--- config.mk ---
export PLATFORM = sky130hd
export DESIGN_NAME = cache_mem_arbiter_flat
export DESIGN_NICKNAME = d
export VERILOG_FILES = /design/src/rtl/cache_mem_arbiter_if.sv /design/src/rtl/cache_mem_arbiter.sv /design/src/flat_wrapper.sv
export SDC_FILE = /design/constraint.sdc
export NUM_CORES = 1
export LEC_CHECK = 0
export ABC_AREA = 1
export BUFFER_PORTS_ARGS = -buffer_cell sky130_fd_sc_hd__buf_2
export CAP_MARGIN = 20
export CORE_AREA = 8 8 333 335
export DETAILED_ROUTE_END_ITERATION = 10
export DIE_AREA = 0 0 341 343
export PLACE_DENSITY = 0.48
export SLEW_MARGIN = 20
export SYNTH_ARGS = -nofsm -noshare
export SYNTH_HDL_FRONTEND = slang
export SYNTH_SLANG_ARGS = --single-unit
--- constraint.sdc ---
create_clock -name clk -period 2.8 [get_ports clk]
set_clock_uncertainty 0.1 [all_clocks]
set_input_delay 0.84 -clock clk [delete_from_list [all_inputs] [get_ports clk]]
set_output_delay 0.84 -clock clk [all_outputs]
set_load 0.005 [all_outputs]
--- src/rtl/cache_mem_arbiter_if.sv ---
// Bundle of every signal between the cache/memory arbiter and its neighbours:
// the two cache controller request/response ports, the shared memory port,
// the sticky overrun flags and the FSM state for observation.
//
// Handshake rules:
// - sN_req_valid_i is a single-cycle request pulse.
// - sN_mem_ready_o is a single-cycle completion pulse, and sN_mem_data_o is
//   valid with it.
// - mem_req_valid_o stays high, with rw/addr/data stable, until the memory
//   returns a one-cycle mem_ready_i. mem_data_i is valid with mem_ready_i.
interface cache_mem_arbiter_if #(
  parameter int ADDR_W = 32,
  parameter int LINE_W = 128
);
  logic              s0_req_valid_i;
  logic              s0_req_rw_i;
  logic [ADDR_W-1:0] s0_req_addr_i;
  logic [LINE_W-1:0] s0_req_data_i;
  logic              s0_mem_ready_o;
  logic [LINE_W-1:0] s0_mem_data_o;

  logic              s1_req_valid_i;
  logic              s1_req_rw_i;
  logic [ADDR_W-1:0] s1_req_addr_i;
  logic [LINE_W-1:0] s1_req_data_i;
  logic              s1_mem_ready_o;
  logic [LINE_W-1:0] s1_mem_data_o;

  logic              mem_req_valid_o;
  logic              mem_req_rw_o;
  logic [ADDR_W-1:0] mem_req_addr_o;
  logic [LINE_W-1:0] mem_req_data_o;
  logic              mem_ready_i;
  logic [LINE_W-1:0] mem_data_i;

  logic [1:0]        err_o;
  logic [1:0]        dbg_state_o;

  // Arbiter side.
  modport master (
    input  s0_req_valid_i, s0_req_rw_i, s0_req_addr_i, s0_req_data_i,
    input  s1_req_valid_i, s1_req_rw_i, s1_req_addr_i, s1_req_data_i,
    input  mem_ready_i, mem_data_i,
    output s0_mem_ready_o, s0_mem_data_o, s1_mem_ready_o, s1_mem_data_o,
    output mem_req_valid_o, mem_req_rw_o, mem_req_addr_o, mem_req_data_o,
    output err_o, dbg_state_o
  );

  // Environment side: cache controllers plus memory.
  modport slave (
    output s0_req_valid_i, s0_req_rw_i, s0_req_addr_i, s0_req_data_i,
    output s1_req_valid_i, s1_req_rw_i, s1_req_addr_i, s1_req_data_i,
    output mem_ready_i, mem_data_i,
    input  s0_mem_ready_o, s0_mem_data_o, s1_mem_ready_o, s1_mem_data_o,
    input  mem_req_valid_o, mem_req_rw_o, mem_req_addr_o, mem_req_data_o,
    input  err_o, dbg_state_o
  );
endinterface

--- src/rtl/cache_mem_arbiter.sv ---
// Shares one line-wide memory port between the I-cache (port 0) and the
// D-cache (port 1). Each request pulse is parked in a per-port pending slot.
// Pending slots are granted round-robin, and one memory transaction runs at a
// time. The completion pulse and read data go back to the granted port only.
module cache_mem_arbiter #(
  parameter int ADDR_W = 32,
  parameter int LINE_W = 128
) (
  input logic                 clk,
  input logic                 rst_n,
  cache_mem_arbiter_if.master bus
);

  typedef enum logic [1:0] {
    IDLE  = 2'b00,
    ISSUE = 2'b01,
    WAIT  = 2'b10
  } state_t;

  state_t            state_q, state_d;
  logic              grant_q, grant_d;
  logic              last_grant_q;
  logic [1:0]        pending_q;
  logic [1:0]        err_q;
  logic [1:0]        req_v, capture, overrun, clr;
  logic              busy, done;

  logic              rw0_q, rw1_q;
  logic [ADDR_W-1:0] addr0_q, addr1_q;
  logic [LINE_W-1:0] data0_q, data1_q;

  logic              rdy0_q, rdy1_q;
  logic [LINE_W-1:0] rdata0_q, rdata1_q;

  assign req_v   = {bus.s1_req_valid_i, bus.s0_req_valid_i};
  // A pulse that finds its slot still occupied is an overrun and is dropped.
  assign capture = req_v & ~pending_q;
  assign overrun = req_v & pending_q;
  assign done    = (state_q == WAIT) && bus.mem_ready_i;
  assign clr     = done ? (grant_q ? 2'b10 : 2'b01) : 2'b00;

  // Pending slots and sticky overrun flags; capture runs in every state.
  always_ff @(posedge clk or negedge rst_n) begin
    if (!rst_n) begin
      pending_q <= 2'b00;
      err_q     <= 2'b00;
      rw0_q     <= 1'b0;
      addr0_q   <= '0;
      data0_q   <= '0;
      rw1_q     <= 1'b0;
      addr1_q   <= '0;
      data1_q   <= '0;
    end else begin
      pending_q <= (pending_q & ~clr) | capture;
      err_q     <= err_q | overrun;
      if (capture[0]) begin
        rw0_q   <= bus.s0_req_rw_i;
        addr0_q <= bus.s0_req_addr_i;
        data0_q <= bus.s0_req_data_i;
      end
      if (capture[1]) begin
        rw1_q   <= bus.s1_req_rw_i;
        addr1_q <= bus.s1_req_addr_i;
        data1_q <= bus.s1_req_data_i;
      end
    end
  end

  // FSM state, current grant and round-robin history.
  // last_grant starts at 1 so that port 0 wins the first tie.
  always_ff @(posedge clk or negedge rst_n) begin
    if (!rst_n) begin
      state_q      <= IDLE;
      grant_q      <= 1'b0;
      last_grant_q <= 1'b1;
    end else begin
      state_q <= state_d;
      grant_q <= grant_d;
      if (done) begin
        last_grant_q <= grant_q;
      end
    end
  end

  // Next-state and grant selection. The memory request is up in ISSUE and WAIT.
  always_comb begin
    state_d = state_q;
    grant_d = grant_q;
    busy    = 1'b0;
    case (state_q)
      IDLE: begin
        if (|pending_q) begin
          grant_d = (&pending_q) ? ~last_grant_q : pending_q[1];
          state_d = ISSUE;
        end
      end
      ISSUE: begin
        busy    = 1'b1;
        state_d = WAIT;
      end
      WAIT: begin
        busy = 1'b1;
        if (bus.mem_ready_i) begin
          state_d = IDLE;
        end
      end
      default: state_d = IDLE;
    endcase
  end

  // Completion pulse and read-data hold. The data is returned for writes too.
  always_ff @(posedge clk or negedge rst_n) begin
    if (!rst_n) begin
      rdy0_q   <= 1'b0;
      rdy1_q   <= 1'b0;
      rdata0_q <= '0;
      rdata1_q <= '0;
    end else begin
      rdy0_q <= done && !grant_q;
      rdy1_q <= done && grant_q;
      if (done && !grant_q) begin
        rdata0_q <= bus.mem_data_i;
      end
      if (done && grant_q) begin
        rdata1_q <= bus.mem_data_i;
      end
    end
  end

  // Memory request fields come from the granted slot and are zero while idle.
  assign bus.mem_req_valid_o = busy;
  assign bus.mem_req_rw_o    = busy && (grant_q ? rw1_q : rw0_q);
  assign bus.mem_req_addr_o  = busy ? (grant_q ? addr1_q : addr0_q) : '0;
  assign bus.mem_req_data_o  = busy ? (grant_q ? data1_q : data0_q) : '0;

  assign bus.s0_mem_ready_o  = rdy0_q;
  assign bus.s0_mem_data_o   = rdata0_q;
  assign bus.s1_mem_ready_o  = rdy1_q;
  assign bus.s1_mem_data_o   = rdata1_q;
  assign bus.err_o           = err_q;
  assign bus.dbg_state_o     = state_q;

endmodule

--- src/flat_wrapper.sv ---
// flat-port wrapper written by rule: the top's interface ports become plain ports
module cache_mem_arbiter_flat 
#(
  parameter int ADDR_W = 32,
  parameter int LINE_W = 128
)
  (clk, rst_n, bus_s0_req_valid_i, bus_s0_req_rw_i, bus_s0_req_addr_i, bus_s0_req_data_i, bus_s1_req_valid_i, bus_s1_req_rw_i, bus_s1_req_addr_i, bus_s1_req_data_i, bus_mem_ready_i, bus_mem_data_i, bus_s0_mem_ready_o, bus_s0_mem_data_o, bus_s1_mem_ready_o, bus_s1_mem_data_o, bus_mem_req_valid_o, bus_mem_req_rw_o, bus_mem_req_addr_o, bus_mem_req_data_o, bus_err_o, bus_dbg_state_o);
  cache_mem_arbiter_if #(.ADDR_W(ADDR_W), .LINE_W(LINE_W)) bus_i ();
  input logic clk;
  input logic rst_n;
  input wire logic [$bits(bus_i.s0_req_valid_i)-1:0] bus_s0_req_valid_i;
  input wire logic [$bits(bus_i.s0_req_rw_i)-1:0] bus_s0_req_rw_i;
  input wire logic [$bits(bus_i.s0_req_addr_i)-1:0] bus_s0_req_addr_i;
  input wire logic [$bits(bus_i.s0_req_data_i)-1:0] bus_s0_req_data_i;
  input wire logic [$bits(bus_i.s1_req_valid_i)-1:0] bus_s1_req_valid_i;
  input wire logic [$bits(bus_i.s1_req_rw_i)-1:0] bus_s1_req_rw_i;
  input wire logic [$bits(bus_i.s1_req_addr_i)-1:0] bus_s1_req_addr_i;
  input wire logic [$bits(bus_i.s1_req_data_i)-1:0] bus_s1_req_data_i;
  input wire logic [$bits(bus_i.mem_ready_i)-1:0] bus_mem_ready_i;
  input wire logic [$bits(bus_i.mem_data_i)-1:0] bus_mem_data_i;
  output wire logic [$bits(bus_i.s0_mem_ready_o)-1:0] bus_s0_mem_ready_o;
  output wire logic [$bits(bus_i.s0_mem_data_o)-1:0] bus_s0_mem_data_o;
  output wire logic [$bits(bus_i.s1_mem_ready_o)-1:0] bus_s1_mem_ready_o;
  output wire logic [$bits(bus_i.s1_mem_data_o)-1:0] bus_s1_mem_data_o;
  output wire logic [$bits(bus_i.mem_req_valid_o)-1:0] bus_mem_req_valid_o;
  output wire logic [$bits(bus_i.mem_req_rw_o)-1:0] bus_mem_req_rw_o;
  output wire logic [$bits(bus_i.mem_req_addr_o)-1:0] bus_mem_req_addr_o;
  output wire logic [$bits(bus_i.mem_req_data_o)-1:0] bus_mem_req_data_o;
  output wire logic [$bits(bus_i.err_o)-1:0] bus_err_o;
  output wire logic [$bits(bus_i.dbg_state_o)-1:0] bus_dbg_state_o;
  assign bus_i.s0_req_valid_i = bus_s0_req_valid_i;
  assign bus_i.s0_req_rw_i = bus_s0_req_rw_i;
  assign bus_i.s0_req_addr_i = bus_s0_req_addr_i;
  assign bus_i.s0_req_data_i = bus_s0_req_data_i;
  assign bus_i.s1_req_valid_i = bus_s1_req_valid_i;
  assign bus_i.s1_req_rw_i = bus_s1_req_rw_i;
  assign bus_i.s1_req_addr_i = bus_s1_req_addr_i;
  assign bus_i.s1_req_data_i = bus_s1_req_data_i;
  assign bus_i.mem_ready_i = bus_mem_ready_i;
  assign bus_i.mem_data_i = bus_mem_data_i;
  assign bus_s0_mem_ready_o = bus_i.s0_mem_ready_o;
  assign bus_s0_mem_data_o = bus_i.s0_mem_data_o;
  assign bus_s1_mem_ready_o = bus_i.s1_mem_ready_o;
  assign bus_s1_mem_data_o = bus_i.s1_mem_data_o;
  assign bus_mem_req_valid_o = bus_i.mem_req_valid_o;
  assign bus_mem_req_rw_o = bus_i.mem_req_rw_o;
  assign bus_mem_req_addr_o = bus_i.mem_req_addr_o;
  assign bus_mem_req_data_o = bus_i.mem_req_data_o;
  assign bus_err_o = bus_i.err_o;
  assign bus_dbg_state_o = bus_i.dbg_state_o;
  cache_mem_arbiter #(.ADDR_W(ADDR_W), .LINE_W(LINE_W)) u_core (.clk(clk), .rst_n(rst_n), .bus(bus_i));
endmodule
Word level (Yosys, flattened, before mapping)

Index checks and enable logic that the tools add are counted.

Word-level logic and storage cells: 50
Bits in registers: 588
Bits of input ports: 455

Bitwise gates (word level): 8
Equality and inequality tests: 4
Reduce and logical (&&, ||, !) cells: 11
Multiplexer cells: 12

Operator list:

| kind                 | number |
|---|---|
| $mux W128            | 2 |
| $mux W32             | 2 |
| $mux W2              | 4 |
| $and A2 B2 Y2        | 3 |
| $pmux W2 S3          | 1 |
| $reduce_and A2 Y1    | 3 |
| $logic_and A1 B1 Y1  | 4 |
| $not A2 Y2           | 2 |
| $or A2 B2 Y2         | 2 |
| $reduce_or A2 Y1     | 2 |
| $mux W1              | 3 |
| $eq A2 B1 Y1 const B | 1 |
| $eq A2 B2 Y1 const B | 1 |
| $logic_not A2 Y1     | 1 |
| $ne A2 B1 Y1 const B | 1 |
| $ne A2 B2 Y1 const B | 1 |
| $logic_not A1 Y1     | 1 |
| $not A1 Y1           | 1 |

Logic depth before layout (Yosys ltp)

Gate-level depths: netlist of the first run.

Depth after elaboration: 6
Depth in mapped cells: 9
Gate-level depth less buffers: 7

Worst setup path before layout of the first run

No wires, ideal clock.

Kind: flip-flop to output port
Start: reg u_core.state_q[0] (netlist: u_core.bus.dbg_state_o[0])
End: out bus_mem_req_addr_o[0]
Data arrival time: 1522 ps
Data required time: 1860 ps
Cell stages (with the launch flop): 8
Path slack: 338 ps
Buffers on the path: 3
Cells stage by stage: dfrtp_1 -> inv_1 -> ha_1 -> buf_2 -> buf_2 -> clkbuf_1 -> o21ai_0 -> nor2_1

Cells in the longest elaborated chain, start to end: 4

Ends and longest elaborated chain:

| item                                         | line                     | text |
|---|---|---|
| from (decl)                                  | cache_mem_arbiter.sv:20  | `state_t state_q, state_d;` |
| from (signal assigned)                       | cache_mem_arbiter.sv:77  | `state_q <= state_d;` |
| $eq A2 B1 Y1 or $eq A2 B2 Y1 (tied branches) | cache_mem_arbiter.sv:90  | `case (state_q)` |
| $reduce_or A2 Y1 (no source line) (*)        | --                       |  |
| $mux W1 (*)                                  | cache_mem_arbiter.sv:90  |  |
| named net bus_mem_req_valid_o                | flat_wrapper.sv:25       | `output wire logic [$bits(bus_i.mem_req_valid_o)-1:0] bus_mem_req_valid_o;` |
| $mux W32 (*)                                 | cache_mem_arbiter.sv:133 | `assign bus.mem_req_addr_o = busy ? (grant_q ? addr1_q : addr0_q) : '0;` |
| to (decl)                                    | flat_wrapper.sv:27       | `output wire logic [$bits(bus_i.mem_req_addr_o)-1:0] bus_mem_req_addr_o;` |

The timed path passes the listed nets; every way through them passes the cells marked *.

Final worst setup path of the first run

Start: reg u_core.grant_q
End: out bus_mem_req_data_o[45]

Cells in the longest elaborated chain, start to end: 2

Ends and longest elaborated chain:

| item                    | line                     | text |
|---|---|---|
| from (decl)             | cache_mem_arbiter.sv:21  | `logic grant_q, grant_d;` |
| from (signal assigned)  | cache_mem_arbiter.sv:78  | `grant_q <= grant_d;` |
| $mux W128 (2 in series) | cache_mem_arbiter.sv:134 | `assign bus.mem_req_data_o = busy ? (grant_q ? data1_q : data0_q) : '0;` |
| to (decl)               | flat_wrapper.sv:28       | `output wire logic [$bits(bus_i.mem_req_data_o)-1:0] bus_mem_req_data_o;` |

No other way between the ends.

==> flow_metrics.env, run 1 <==
export IMPL_end_kind="output port"
export IMPL_worstMarginPinSlew_ns=0.728
export IMPL_finalCritPeriodShare=1.13
export IMPL_wl_met2_um=51100
export IMPL_yosysTopAreaCell="dfrtp_1"
export IMPL_switching_share=0.397
export IMPL_crit_type="flop to output port"
export IMPL_area_delta_synth_final_pct=40.1
export IMPL_start_util=0.233
export IMPL_grt_pass1_vias=23800
export IMPL_clock_latency_ns=0.63
export IMPL_cts_buffers=72
export IMPL_synth_top_area_share=0.596
export IMPL_layout_min_cycle_time_ns=3.16
export IMPL_syn_area_per_cell_um2=8.42
export IMPL_status="finished, violations left"
export IMPL_maxCapViolations=0
export IMPL_p_total_w=0.0436
export IMPL_first_pass_iters=5
export IMPL_die_area_um2=117000
export IMPL_ys_seq_area_frac=0.597
export IMPL_setup_ws_ns=-0.360
export IMPL_path_clk_slew_ns=0.06
export IMPL_cp_arrival_ns=2.22
export IMPL_cts_sinks=588
export IMPL_met1_length_um=45800
export IMPL_synthCells=2929
export IMPL_finalWirelength_um=109000
export IMPL_worst_setup_path_start_kind="flop"
export IMPL_place_area_um2=30900
export IMPL_dpl_hpwl_um=78100
export IMPL_required_ns=1.86
export IMPL_p_int_w=0.0263
export IMPL_drv_slew=0
export IMPL_pwr_share_seq=0.343
export IMPL_cts_buffer_depth=3
export IMPL_fp_row_count=120
export IMPL_grt_first_pass_wirelength_um=159000
export IMPL_syn_nets=3388
export IMPL_powerDensity_nw_per_um2=1260
export IMPL_synth_seq_cells=588
export IMPL_htreeDepth=3
export IMPL_violations="negative setup slack"
export IMPL_synthDistinctLibCells=18
export IMPL_grt_overflow=0
export IMPL_peakVddDrop_uv=639
export IMPL_vias=23400
export IMPL_routed_top_layer="met5"
export IMPL_min_from="bus_s0_req_data_i[39]"
export IMPL_stdcell_area_um2=34500
export IMPL_grt_max_degree=115
export IMPL_root_buffer="clkbuf_16"
export IMPL_ys_warn_count=0
export IMPL_vias_per_cell=4.43
export IMPL_relSlewSlack=0.515
export IMPL_syn_area_um2=24700
export IMPL_die_h_um=343
export IMPL_synth_area_leaders="dfrtp_1, nand2_1, nand3_1"
export IMPL_setup_viol=162
export IMPL_tritoncts="yes"
export IMPL_io_pins=879
export IMPL_rsz0062_at_grt="yes"
export IMPL_p_clk_frac=0.227
export IMPL_met3_length_um=8670
export IMPL_finalHoldViolCount=0
export IMPL_antenna_found_initial=44
export IMPL_final_nets=4242
export IMPL_fmax_ghz=0.316
export IMPL_p_sw_w=0.0173
export IMPL_postRouteAntennaNets=0
export IMPL_crit_fanout=82
export IMPL_post_drt_wl_per_cell_um=20.7
export IMPL_portBuffers=878
export IMPL_drc=0
export IMPL_core_area_um2=106000
export IMPL_layout_drive_gt1_share=0.308
export IMPL_detailedRoute_firstIterationViolations=1570
export IMPL_pre_cts_ws_ns=0.0926
export IMPL_place_congestion=0.867
export IMPL_grtUsageTotal=0.176
export IMPL_p_leak_nw=18.7
export IMPL_die_x_um=341
export IMPL_reg2reg_from="u_core.bus.dbg_state_o[1]"
export IMPL_min_path_type="primary input to flop"
export IMPL_crit_start="u_core.grant_q"
export IMPL_share_comb_of_total_power=0.430
[placed cells by master (no fill, tap or decap), drive strengths merged, types with 4 or more instances in the layout]
cell,count
inv,137
ha,4
nand3,325
nand2,917
nor2,325
clkinv,18
diode,30
bufinv,6
buf,986
dfrtp,587
clkbuf,110
o21ai,420
[power groups by stage]
| stage | combinational (W) | clock, W | sequential, W |
|---|---|---|---|
| after global placement | 0.0159 | 0 | 0.0149 |
| after detailed placement | 0.0161 | 0 | 0.0149 |
| final | 0.0187 | 0.00988 | 0.0149 |
| after floorplan | 0.00784 | 0 | 0.0143 |
| after CTS | 0.0184 | 0.0102 | 0.0149 |
| after global routing | 0.0209 | 0.0105 | 0.0154 |
[flip-flops by register name, summed over array words and instances, names as in the netlist, 32 cells and up]
name,flops
u_core.bus.s1_mem_data_o,128
u_core.addr1_q,32
u_core.bus.s0_mem_data_o,128
u_core.data1_q,128
u_core.data0_q,128
u_core.addr0_q,32
[synth_stat cells, drive strengths merged]
cell,instances
a21o,2
buf,118
clkbuf,95
dfrtp,587
dfstp,1
ha,4
inv,135
nand2,917
nand3,325
nor2,325
o21ai,420
[per-layer routing]
layer | track usage | vias to the layer above
met2 | 0.284 | 902
met3 | 0.0540 | 192
met1 | 0.221 | 11200
li1 | - | 11100
met5 | 0 | -
met4 | 0.0684 | 24
[timing repair]
action,CTS,global route
resized for setup,122,100
gates cloned,10,6
hold endpoints to repair,21,0
hold buffers,1,0
buffers inserted,18,10
setup endpoints to repair,162,162
pin swaps,34,45
[logic make-up after synthesis]
| logic type | Yosys count | share of synthesized area |
|---|---|---|
| simple gates | 1567 | 0.255 |
| compound gates | 422 | 0.0859 |
| buf+inv | 348 | 0.0597 |
| fa+ha+maj | 4 | 0.00203 |
| flops | 588 | 0.597 |
[layout make-up]
class | instances | area [µm²]
Antenna cell | 30 | 75.1
Clock buffer | 104 | 2110
Clock inverter | 28 | 409
Tap cell | 1403 | 1760
Fill cell | 11400 | 71300
Multi-Input combinational cell | 1993 | 8740
Sequential cell | 588 | 14700
Inverter | 135 | 529
Timing Repair Buffer | 993 | 6190
[through the flow]
stage | setup TNS [ns] | instances | hold WS (ns) | utilization
2_1_floorplan | 0 | 2929 | 0.337 | -
3_3_place_gp | 0 | 5072 | 0.345 | 0.292
3_5_place_dp | 0 | 5072 | 0.346 | 0.292
4_1_cts | -53.47 | 5233 | 0.252 | 0.323
5_1_grt | -57.83 | 5261 | 0.280 | 0.326
6_report | -38.84 | 5274 | 0.335 | 0.326
[critical path: stages, from the launching register on]
cell and delay, ns:
dfrtp_4 0.51, buf_16 0.31, o21ai_1 0.17, nor2_2 0.19, buf_2 0.16
[final timing paths]
path,endpoint,cells after the start,slack (ns)
hold / removal,u_core.data0_q[39],3,0.33
max in group asynchronous,u_core.data0_q[2],3,1.06
setup reg to reg,u_core.bus.s1_mem_data_o[24],8,0.58
hold reg to reg,u_core.bus.err_o[0],1,0.35
setup / recovery,bus_mem_req_data_o[45],4,-0.36
min in group asynchronous,u_core.addr0_q[4],2,0.66
Power figures use the tool's default switching activity.
==> inputs of run 2 (changes only) <==
--- a/config.mk
+++ b/config.mk
@@ -8,10 +8,12 @@
 export ABC_AREA = 1
 export BUFFER_PORTS_ARGS = -buffer_cell sky130_fd_sc_hd__buf_2
 export CAP_MARGIN = 20
+export CELL_PAD_IN_SITES_DETAIL_PLACEMENT = 1
+export CELL_PAD_IN_SITES_GLOBAL_PLACEMENT = 2
 export CORE_AREA = 8 8 333 335
 export DETAILED_ROUTE_END_ITERATION = 10
 export DIE_AREA = 0 0 341 343
-export PLACE_DENSITY = 0.48
+export PLACE_DENSITY = 0.73
 export SLEW_MARGIN = 20
 export SYNTH_ARGS = -nofsm -noshare
 export SYNTH_HDL_FRONTEND = slang
==> run 2 against run 1 <==
Effect of this change:
- combinational power up 7%
- clock power is 2.7% lower
- the flow still finishes with violations (negative setup slack)
- power up 2.1%
- final cell count is 0.27% higher
- critical endpoint is now bus_mem_req_data_o[51]
- critical path type unchanged
- largest cell class unchanged
- flip-flop and latch count did not move
- first-iteration DRC count decreased by 8.5%
- critical path depth up 4
- cell area increased by 0.39%
- non-clock buffer count increased by 6
- largest power group unchanged
==> flow_metrics.env, run 2 (synthesized netlist as in run 1, its figures left out) <==
export IMPL_worstMarginPinSlew_ns=0.959
export IMPL_first_pass_iters=5
export IMPL_r2r_slack_ns=0.66
export IMPL_layout_drive_gt1_share=0.306
export IMPL_cts_buffer_depth=3
export IMPL_vias=23700
export IMPL_slowest_delay_ns=0.36
export IMPL_layout_min_cycle_time_ns=3.12
export IMPL_min_path_cells=3
export IMPL_htreeDepth=3
export IMPL_cts_sinks=588
export IMPL_start_util=0.233
export IMPL_grt_overflow=0
export IMPL_setup_viol=162
export IMPL_crit_fanout=7
export IMPL_final_common_cell="nand2_1"
export IMPL_timing_setup_tns_ns=-36.57
export IMPL_io_pins=879
export IMPL_switching_share=0.408
export IMPL_core_area_um2=106000
export IMPL_share_comb_of_total_power=0.451
export IMPL_fmax_ghz=0.320
export IMPL_fp_row_count=120
export IMPL_postRouteAntennaNets=0
export IMPL_antenna_found_initial=64
export IMPL_p_sw_w=0.0182
export IMPL_pre_cts_ws_ns=0.00237
export IMPL_maxCapViolations=0
export IMPL_violations="negative setup slack"
export IMPL_drc=0
export IMPL_grt_max_degree=154
export IMPL_min_path_type="primary input to flop"
export IMPL_relSlewSlack=0.361
export IMPL_pwr_share_seq=0.333
export IMPL_detailedRoute_firstIterationViolations=1436
export IMPL_n_fill_cell=12700
export IMPL_post_drt_wl_per_cell_um=23.0
export IMPL_rsz0062_at_grt="yes"
export IMPL_cts_buffers=73
export IMPL_dpl_hpwl_um=84600
export IMPL_worst_setup_path_start_kind="flop"
export IMPL_required_ns=1.86
export IMPL_setup_ws_ns=-0.323
export IMPL_die_area_um2=117000
export IMPL_drv_slew=0
export IMPL_cp_arrival_ns=2.18
export IMPL_root_buffer="clkbuf_16"
export IMPL_crit_type="flop to output port"
export IMPL_clock_latency_ns=0.61
export IMPL_place_congestion=0.828
export IMPL_p_clk_frac=0.216
export IMPL_reg2reg_depth=5
export IMPL_final_nets=4249
export IMPL_cpMostUsedCell="buf_12"
export IMPL_layout_common_cells="nand2_1, buf_2, dfrtp_1"
export IMPL_grt_pass1_vias=25300
export IMPL_finalCritPeriodShare=1.12
export IMPL_area_delta_synth_final_pct=40.6
export IMPL_p_leak_nw=18.8
export IMPL_portBuffers=878
export IMPL_powerDensity_nw_per_um2=1280
export IMPL_die_h_um=343
export IMPL_finalWirelength_um=122000
export IMPL_grtUsageTotal=0.199
export IMPL_tritoncts="yes"
export IMPL_finalHoldViolCount=0
export IMPL_path_clk_slew_ns=0.06
export IMPL_cp_cell_sequence="inv_2 -> ha_4 -> buf_12 -> buf_16 -> buf_12 -> o21ai_0 -> nor2_1 -> buf_2"
export IMPL_vias_per_cell=4.49
export IMPL_grt_first_pass_wirelength_um=176000
export IMPL_peakVddDrop_uv=659
export IMPL_die_x_um=341
export IMPL_status="finished, violations left"
export IMPL_critPathSlowestCell="dfrtp_1"
export IMPL_end_kind="output port"
export IMPL_p_total_w=0.0445
export IMPL_p_int_w=0.0263
==> run 2: cell count changes in the layout (fill, tap and decap cells not counted), moves of 5 or more <==
cell	delta
o21ai_4	+7
diode_2	+10
o21ai_2	-20
buf_4	+7
o21ai_0	+36
nor2_1	-7
clkbuf_8	-9
clkbuf_1	+5
buf_2	-7
o21ai_1	-23
==> run 2: worst paths after layout <==
| check | startpoint | to |
|---|---|---|
| min reg2reg | u_core.bus.err_o[0] | u_core.bus.err_o[0] |
| min | bus_s0_req_data_i[44] | u_core.data0_q[44] |
| max in group asynchronous | rst_n | u_core.bus.s1_mem_data_o[59] |
| max reg2reg | u_core.pending_q[1] | u_core.data1_q[9] |
| max | u_core.bus.dbg_state_o[0] | bus_mem_req_data_o[51] |
| min in group asynchronous | rst_n | u_core.data0_q[13] |
==> run 2: critical path: cells and delay by family (launching register included) <==
family          cells  cell delay, ns
simple gates        1            0.19
fa+ha+maj           1            0.30
compound gates      1            0.09
buf+inv             5            0.61
flops               1            0.36
==> run 2: per-layer routing <==
layer,share of wire,global-route usage,wire (µm)
met1,0.40,0.238,48800
met2,0.47,0.328,57600
met3,0.087,0.0712,10600
met4,0.037,0.0748,4500
met5,0.0024,0,288
==> run 2: cell type report <==
class                      instances  area (µm²)  area share
sequential                       588       14700       0.425
multi-input combinational       1993        8780       0.253
timing repair buffer             999        6380       0.184
clock buffer                     104        2110      0.0608
tap                             1403        1760      0.0506
inverter                         135         529      0.0153
clock inverter                    26         292     0.00841
antenna                           40         100     0.00289
==> run 2: stage by stage <==
step           std cells  hold slack [ns]  cell area, µm²  utilization
2_1_floorplan       2929            0.337           24700            -
3_3_place_gp        5077            0.344           31000        0.293
3_5_place_dp        5077            0.353           31000        0.293
4_1_cts             5235            0.265           34200        0.323
5_1_grt             5266            0.307           34600        0.327
6_report            5288            0.335           34700        0.328
==> run 2: timing repair <==
action	4_1_cts	5_1_grt
setup endpoints to repair	162	162
pin swaps	25	35
buffers inserted	15	9
resized for setup	140	54
cloned	13	7
hold endpoints to repair	22	0
hold buffers	1	0
==> run 2: power by group through the flow <==
stage / registers [W] / logic, W / clock network (W)
6_report: 0.0148 / 0.0200 / 0.00961
5_1_grt: 0.0153 / 0.0222 / 0.0102
4_1_cts: 0.0148 / 0.0198 / 0.00995
3_5_place_dp: 0.0148 / 0.0167 / 0
3_3_place_gp: 0.0147 / 0.0165 / 0
2_1_floorplan: 0.0143 / 0.00784 / 0
